**src/rtl/fxp_to_fp_block.sv**
```systemverilog
// -----------------------------------------------------------------------------
// fxp_to_fp_block
//   Buffers a vector of unsigned fixed-point words (format Q(data_size-frac_bits)
//   .frac_bits) and converts them one by one to IEEE-754 single precision.
//   Results leave through a valid/ready handshake. Once number_of_data results
//   have been delivered, fp_done_o is raised and stays set until reset.
//
// Ports
//   clock_i           in   1          rising-edge clock
//   reset_i           in   1          synchronous reset, active-high
//   fxp_data_i        in   data_size  unsigned fixed-point input value
//   fxp_data_valid_i  in   1          input word valid (no backpressure)
//   fp_data_ready_i   in   1          downstream ready for fp_data_o
//   fp_data_valid_o   out  1          fp_data_o valid
//   fp_data_o         out  data_size  FP32 result
//   fp_done_o         out  1          all results delivered (sticky)
//   overflow_o        out  1          input arrived while buffer full (sticky)
// -----------------------------------------------------------------------------
module fxp_to_fp_block #(
  parameter int data_size      = 32,
  parameter int number_of_data = 10,
  parameter int frac_bits      = 16
) (
  input  logic                 clock_i,
  input  logic                 reset_i,
  input  logic [data_size-1:0] fxp_data_i,
  input  logic                 fxp_data_valid_i,
  input  logic                 fp_data_ready_i,
  output logic                 fp_data_valid_o,
  output logic [data_size-1:0] fp_data_o,
  output logic                 fp_done_o,
  output logic                 overflow_o
);

  localparam int CNT_W = $clog2(number_of_data + 1);
  localparam int IDX_W = (number_of_data > 1) ? $clog2(number_of_data) : 1;
  localparam int P_W   = $clog2(data_size);

  localparam logic [CNT_W-1:0] N_C = CNT_W'(number_of_data);

  localparam logic [1:0] IDLE = 2'd0;
  localparam logic [1:0] LOD  = 2'd1;
  localparam logic [1:0] PACK = 2'd2;
  localparam logic [1:0] OUT  = 2'd3;

  logic [data_size-1:0] buf_mem [number_of_data];
  logic [CNT_W-1:0]     wr_cnt;
  logic [CNT_W-1:0]     rd_cnt;
  logic [IDX_W-1:0]     wr_idx;
  logic [IDX_W-1:0]     rd_idx;
  logic [1:0]           state;

  logic [data_size-1:0] x_p0;
  logic [P_W-1:0]       p_p0;
  logic                 z_p0;

  assign wr_idx = wr_cnt[IDX_W-1:0];
  assign rd_idx = rd_cnt[IDX_W-1:0];

  // Index of the highest set bit; 0 when x is zero (zero flag handled apart).
  function automatic logic [P_W-1:0] msb_index(input logic [data_size-1:0] x);
    logic [P_W-1:0] idx;
    idx = '0;
    for (int i = 0; i < data_size; i++) begin
      if (x[i]) idx = P_W'(i);
    end
    return idx;
  endfunction

  // Pack into FP32. The leading one at bit p becomes the hidden bit; shifting
  // {x, 23 zeros} right by p lands bit p at position 23, so bits [22:0] are the
  // fraction bits below the leading one, left-aligned and truncated.
  function automatic logic [data_size-1:0] to_fp32(input logic [data_size-1:0] x,
                                                   input logic [P_W-1:0]       p,
                                                   input logic                 z);
    logic [data_size+22:0] ext;
    logic [7:0]            e;
    logic [22:0]           m;
    ext = {x, 23'b0} >> p;
    m   = ext[22:0];
    e   = 8'(127 + int'(p) - frac_bits);
    if (z) return '0;
    return data_size'({1'b0, e, m});
  endfunction

  always_ff @(posedge clock_i) begin
    if (reset_i) begin
      wr_cnt          <= '0;
      rd_cnt          <= '0;
      state           <= IDLE;
      fp_data_valid_o <= 1'b0;
      fp_data_o       <= '0;
      fp_done_o       <= 1'b0;
      overflow_o      <= 1'b0;
      x_p0            <= '0;
      p_p0            <= '0;
      z_p0            <= 1'b0;
      for (int i = 0; i < number_of_data; i++) buf_mem[i] <= '0;
    end else begin
      // Input side: accept every valid word until the store is full.
      if (fxp_data_valid_i) begin
        if (wr_cnt < N_C) begin
          buf_mem[wr_idx] <= fxp_data_i;
          wr_cnt          <= wr_cnt + 1'b1;
        end else begin
          overflow_o <= 1'b1;
        end
      end

      // rd_cnt reaches number_of_data on the final handshake edge; done follows.
      if (rd_cnt == N_C) fp_done_o <= 1'b1;

      case (state)
        IDLE: begin
          // rd_cnt < wr_cnt is false once every result is out, so the FSM parks here.
          if (rd_cnt < wr_cnt) state <= LOD;
        end
        // Stage p0: fetch word, leading-one detect.
        LOD: begin
          x_p0  <= buf_mem[rd_idx];
          p_p0  <= msb_index(buf_mem[rd_idx]);
          z_p0  <= (buf_mem[rd_idx] == '0);
          state <= PACK;
        end
        // Stage p1: assemble FP32 word into the output register.
        PACK: begin
          fp_data_o       <= to_fp32(x_p0, p_p0, z_p0);
          fp_data_valid_o <= 1'b1;
          state           <= OUT;
        end
        OUT: begin
          if (fp_data_ready_i) begin
            fp_data_valid_o <= 1'b0;
            rd_cnt          <= rd_cnt + 1'b1;
            state           <= IDLE;
          end
        end
        default: state <= IDLE;
      endcase
    end
  end

endmodule

```
**config.mk**
```make
export PLATFORM = sky130hd
export DESIGN_NAME = fxp_to_fp_block
export DESIGN_NICKNAME = d
export VERILOG_FILES = /design/src/rtl/fxp_to_fp_block.sv
export SDC_FILE = /design/constraint.sdc
export NUM_CORES = 1
export LEC_CHECK = 0
export CAP_MARGIN = 20
export CORE_MARGIN = 4
export CORE_UTILIZATION = 30
export DETAILED_ROUTE_END_ITERATION = 7
export SLEW_MARGIN = 20
export SYNTH_ARGS = -nofsm -noshare
export SYNTH_HDL_FRONTEND = slang
export SYNTH_SLANG_ARGS = --single-unit
```
**constraint.sdc**
```tcl
create_clock -name clock_i -period 3.6 [get_ports clock_i]
set_clock_uncertainty 0.05 [all_clocks]
set_input_delay 1.08 -clock clock_i [delete_from_list [all_inputs] [get_ports clock_i]]
set_output_delay 1.08 -clock clock_i [all_outputs]
set_load 0.01 [all_outputs]
```
==> After elaboration in Yosys (flattened, before gate mapping) <==
Memory sizes are Yosys's and may differ from the RTL's. A register that Yosys moved wholly into a read port is not among the register bits.
Cells that the tools add are included.
{ "op_classes": {"n_addsub": 4, "n_lt_le_gt_ge": 2, "eq_ne": 6, "shifts": 1, "mux": 52, "bitwise_logic": 1, "reduce_logical": 9} }
{ "ops": {"columns": ["cell", "count"], "rows": [
  ["$mux 5", 30],
  ["$mux 32", 3],
  ["$shr 55x5->23", 1],
  ["$logic_not 32->1", 1],
  ["$reduce_or 32->1", 1],
  ["$mux 1", 12],
  ["$mux 4", 3],
  ["$reduce_and 2->1", 5],
  ["$add 4x1->4 const B", 2],
  ["$add 7x5->8 const A", 1],
  ["$pmux 2 s4", 1],
  ["$sub 8x5->8 const B", 1],
  ["$eq 2x2->1 const B", 2],
  ["$eq 4x4->1 const B", 1],
  ["$lt 4x4->1", 1],
  ["$lt 4x4->1 const B", 1],
  ["$mux 2", 2],
  ["$ne 2x2->1 const B", 2],
  ["$eq 2x1->1 const B", 1],
  ["$logic_not 2->1", 1],
  ["$pmux 1 s2", 1],
  ["$reduce_bool 2->1", 1],
  ["$not 1->1", 1]
]} }
{ "totals": {"regBits": 83, "ramBits": 320, "inputBits": 36, "mem_count": 1} }
{ "memory_table": {"columns": ["memory", "words", "word_bits", "rd", "rd_clocked_by_memory_dff", "write_ports", "line", "rtl"], "rows": [
  ["buf_mem", 10, 32, 1, 1, 10, "46", "logic [data_size-1:0] buf_mem [number_of_data];"]
]} }

==> Logic depth before layout (Yosys ltp) <==
{ "logic_depth": {"word_depth": 31, "ltp_mapped": 11, "ltp_nobuf": 9} }

==> Worst setup path before layout <==
OpenSTA, ideal clock, no wires.
{ "synth_timing": {"path_kind": "in2reg", "start": "input port fxp_data_valid_i", "end": "memory buf_mem[7][0] (enable)", "setup_ns": 0.428, "arrival_time_ns": 2.711, "required_time_ns": 3.122, "slack_ns": 0.411, "stages": 2, "path_buffers": 0, "cell_sequence": "nand4_1 o21bai_1"} }
{ "synth_rtl": {"columns": ["element", "line", "rtl"], "rows": [
  ["from (decl)", "27", "input logic fxp_data_valid_i,"],
  ["to (decl)", "46", null]
]} }

==> results.py <==
metrics = {
    "finish": {
        "diodes": 0,
        "multi_input_comb_area_um2": 8985,
        "final_cell_mix": "edfxtp_1, nor2_1, conb_1",
        "final_area_um2": 31280,
        "area.sequential_um2": 17090,
        "nets": 2033,
        "n_fill_cell": 7976,
        "mostFrequentLayoutCell": "edfxtp_1",
        "finish.utilization_pct": 36.57,
        "area.growth.synth_to_final_pct": 20.21,
        "drive_gt1_share_pct": 17.81,
    },
    "clock_network": {
        "cts-resized-gates": 0,
        "clock_sinks": 597,
        "root_buffer": "clkbuf_16",
        "ctsHoldBuffers": 0,
        "max-clock-path-buffers": 3,
        "cts_tree": "built",
        "h-tree-depth": 3,
        "cts_buffers": 67,
        "clkTransAtPathRegs_ns": 0.06,
        "clk_latency_ns": 0.61,
        "cts_setup_buffers": 0,
    },
    "timing": {
        "fmax_ghz": 0.3040,
        "finalSetupViolations": 0,
        "holdWs_ns": 0.4149,
        "rsz0062_at_grt": "no",
        "fin_crit_sh_pct": 91.37,
        "drv_slew": 0,
        "setup_ws_ns": 0.3108,
        "period_needed_ns": 3.289,
        "maxSlewHeadroom_pct": 40.69,
        "final-hold-violation-count": 0,
        "fin_setup_tns_ns": 0,
        "tightest_slew_ns": 0.8884,
    },
    "power_and_ir_drop": {
        "seq_power_share_pct": 46.5,
        "p_leak_nw": 11.02,
        "ir_worst_vdd_mv": 0.3153,
        "p_per_area_nw_per_um2": 571.2,
        "p_sw_share_pct": 25.60,
        "power_frac_comb_pct": 15.3,
        "clkPwrFrac_pct": 38.2,
        "p_int_mw": 13.29,
        "p_switching_mw": 4.574,
    },
    "placed_design": {
        "dpl_cell_area_um2": 29070,
        "place_congestion": 0.7927,
        "hpwl_mm": 40.22,
        "place_ws_ns": 0.04159,
        "portBuffers": 69,
    },
    "yosys": {
        "yosys_warnings": 0,
        "ys_types": 58,
        "ys_seq_area_share_pct": 65.62,
        "ys.flop_type": "edfxtp_1",
        "syn_avg_cell_area_um2": 15.27,
        "syn-cell-area_um2": 26020,
        "async_flop_share_pct": 0,
        "syn_inst": 1704,
        "synth-edff-count": 512,
        "ys_ff_latch": 597,
    },
    "status": {
        "status": "finished, final reports clean",
    },
    "setup_path": {
        "cp.required_ns": 4.06,
        "critPathSlowestCell": "mux4_2",
        "critical_path.max_fanout": 20,
        "rrSetupSlack_ns": 0.31,
        "crit_path_end_kind": "flip-flop",
        "startpoint_type": "flip-flop",
        "path_buf_inv": 2,
        "max_stage_delay_ns": 0.62,
        "r2r_cells": 10,
        "cp_cell_sequence": "buf_12, buf_12, mux4_2, mux4_2, nor2_1, and4b_1, nand2_1, nor2_1, nand4b_1, a21oi_1",
        "path_delay_family": "multiplexers",
        "critPathKind": "flip-flop to flip-flop",
        "reg2reg_to": "z_p0",
        "crit_arrival_ns": 3.75,
    },
    "floorplan": {
        "core_region_area_um2": 85550,
        "die_height_um": 302.5,
        "io_pins": 71,
        "rows": 107,
        "die_w_um": 302.5,
        "start_util_pct": 30.42,
        "dieArea_um2": 91520,
    },
    "detailed_routing": {
        "wl_per_cell_um": 19.73,
        "wl_mm": 62.77,
        "drt-initial-drc-count": 1306,
        "num_vias": 15170,
        "via_per_inst": 4.767,
        "drc": 0,
        "first_pass_iters": 5,
        "detail-route-antenna-nets": 0,
    },
    "hold_path": {
        "hold_class": "flip-flop to flip-flop",
        "hold_depth": 2,
        "min_to": "overflow_o",
        "hold_start": "overflow_o",
    },
    "grt": {
        "antenna_found_initial": 0,
        "grt.total_usage_pct": 13.77,
        "grt_pass1_vias": 15602,
        "grt_max_degree": 49,
        "grt-ovfl-total": 0,
        "grt_first_pass_wirelength_mm": 95.19,
    },
    "flow_run": {
        "cap_violations": 0,
    },
}
worst max-delay path by stage:
stage,start,to,slack [ns],cells past startpoint
after global routing,flip-flop,z_p0,0.12,10
after global placement,fxp_data_valid_i,buf_mem[0][22],-0.0007,6
after detailed placement,fxp_data_valid_i,buf_mem[0][23],0.04,6
final,flip-flop,z_p0,0.31,10
after floorplan,fxp_data_valid_i,buf_mem[7][0],0.41,2
after CTS,flip-flop,z_p0,0.29,10
cells in the mapped netlist (13+ instances only):
cell type | n | share of area, %
nor2b_1 | 26 | 0.63
mux4_2 | 161 | 14
inv_1 | 50 | 0.72
nor2_1 | 356 | 5.1
edfxtp_1 | 512 | 59
o21ai_0 | 27 | 0.52
nand2b_1 | 20 | 0.48
mux2i_1 | 64 | 2.5
and2_1 | 34 | 0.82
a21oi_1 | 38 | 0.73
dfxtp_1 | 85 | 6.5
buf_1 | 15 | 0.22
nand2_1 | 75 | 1.1
nor3_1 | 13 | 0.25
mux4_1 | 19 | 1.9
clkbuf_1 | 73 | 1.1
power groups by stage:
stage	Clock, mW	Sequential [mW]	Combinational (mW)
global placement	0	8.42	2.68
finish	6.83	8.31	2.73
global route	7.30	8.37	2.96
CTS	6.98	8.31	2.74
floorplan	0	8.22	2.11
detailed placement	0	8.46	2.73
layer usage:
layer	part of all wire, %	vias up	track usage [%]
met3	7.5	97	2.555
li1	-	6802	-
met2	50	560	23.33
met1	41	7711	18.24
met4	2.0	0	3.740
met5	0	-	0
sequential cells by signal (all words and copies together), names as in the netlist, named ones only:
register and cells:
rd_cnt 4, overflow_o 1, fp_done_o 1, z_p0 1, buf_mem 512, state 2, wr_cnt 4, fp_data_o 31
p_p0 5, fp_data_valid_o 1, x_p0 31
tightest hold or removal path: stages, from the launching register on:
cell and delay, ns:
dfxtp_1 0.31, inv_1 0.05, a21oi_1 0.05
area by class of cell:
cell class | count | share of cell area [%]
Multi-Input combinational cell | 1137 | 28.72
Clock buffer | 81 | 5.703
Sequential cell | 597 | 54.62
Timing Repair Buffer | 132 | 4.423
Inverter | 50 | 0.5999
Tap cell | 1144 | 4.575
Clock inverter | 41 | 1.360
stage by stage:
| step | instances | power (mW) |
|---|---|---|
| 4_1_cts | 3182 | 18.03 |
| 3_5_place_dp | 3060 | 11.18 |
| 3_3_place_gp | 3060 | 11.11 |
| 6_report | 3182 | 17.87 |
| 5_1_grt | 3182 | 18.62 |
| 2_1_floorplan | 1896 | 10.33 |
cells by family after synthesis:
logic type,count (synthesis),share of synthesized area [%]
compound gates,118,2.803
xor+xnor,7,0.2356
fa+ha+maj,12,0.5769
buf+inv,162,2.808
flops,597,65.62
mux,256,18.83
other cells,1,0.01441
simple gates,551,9.111
No activity file was read; power rests on OpenSTA's default activity.
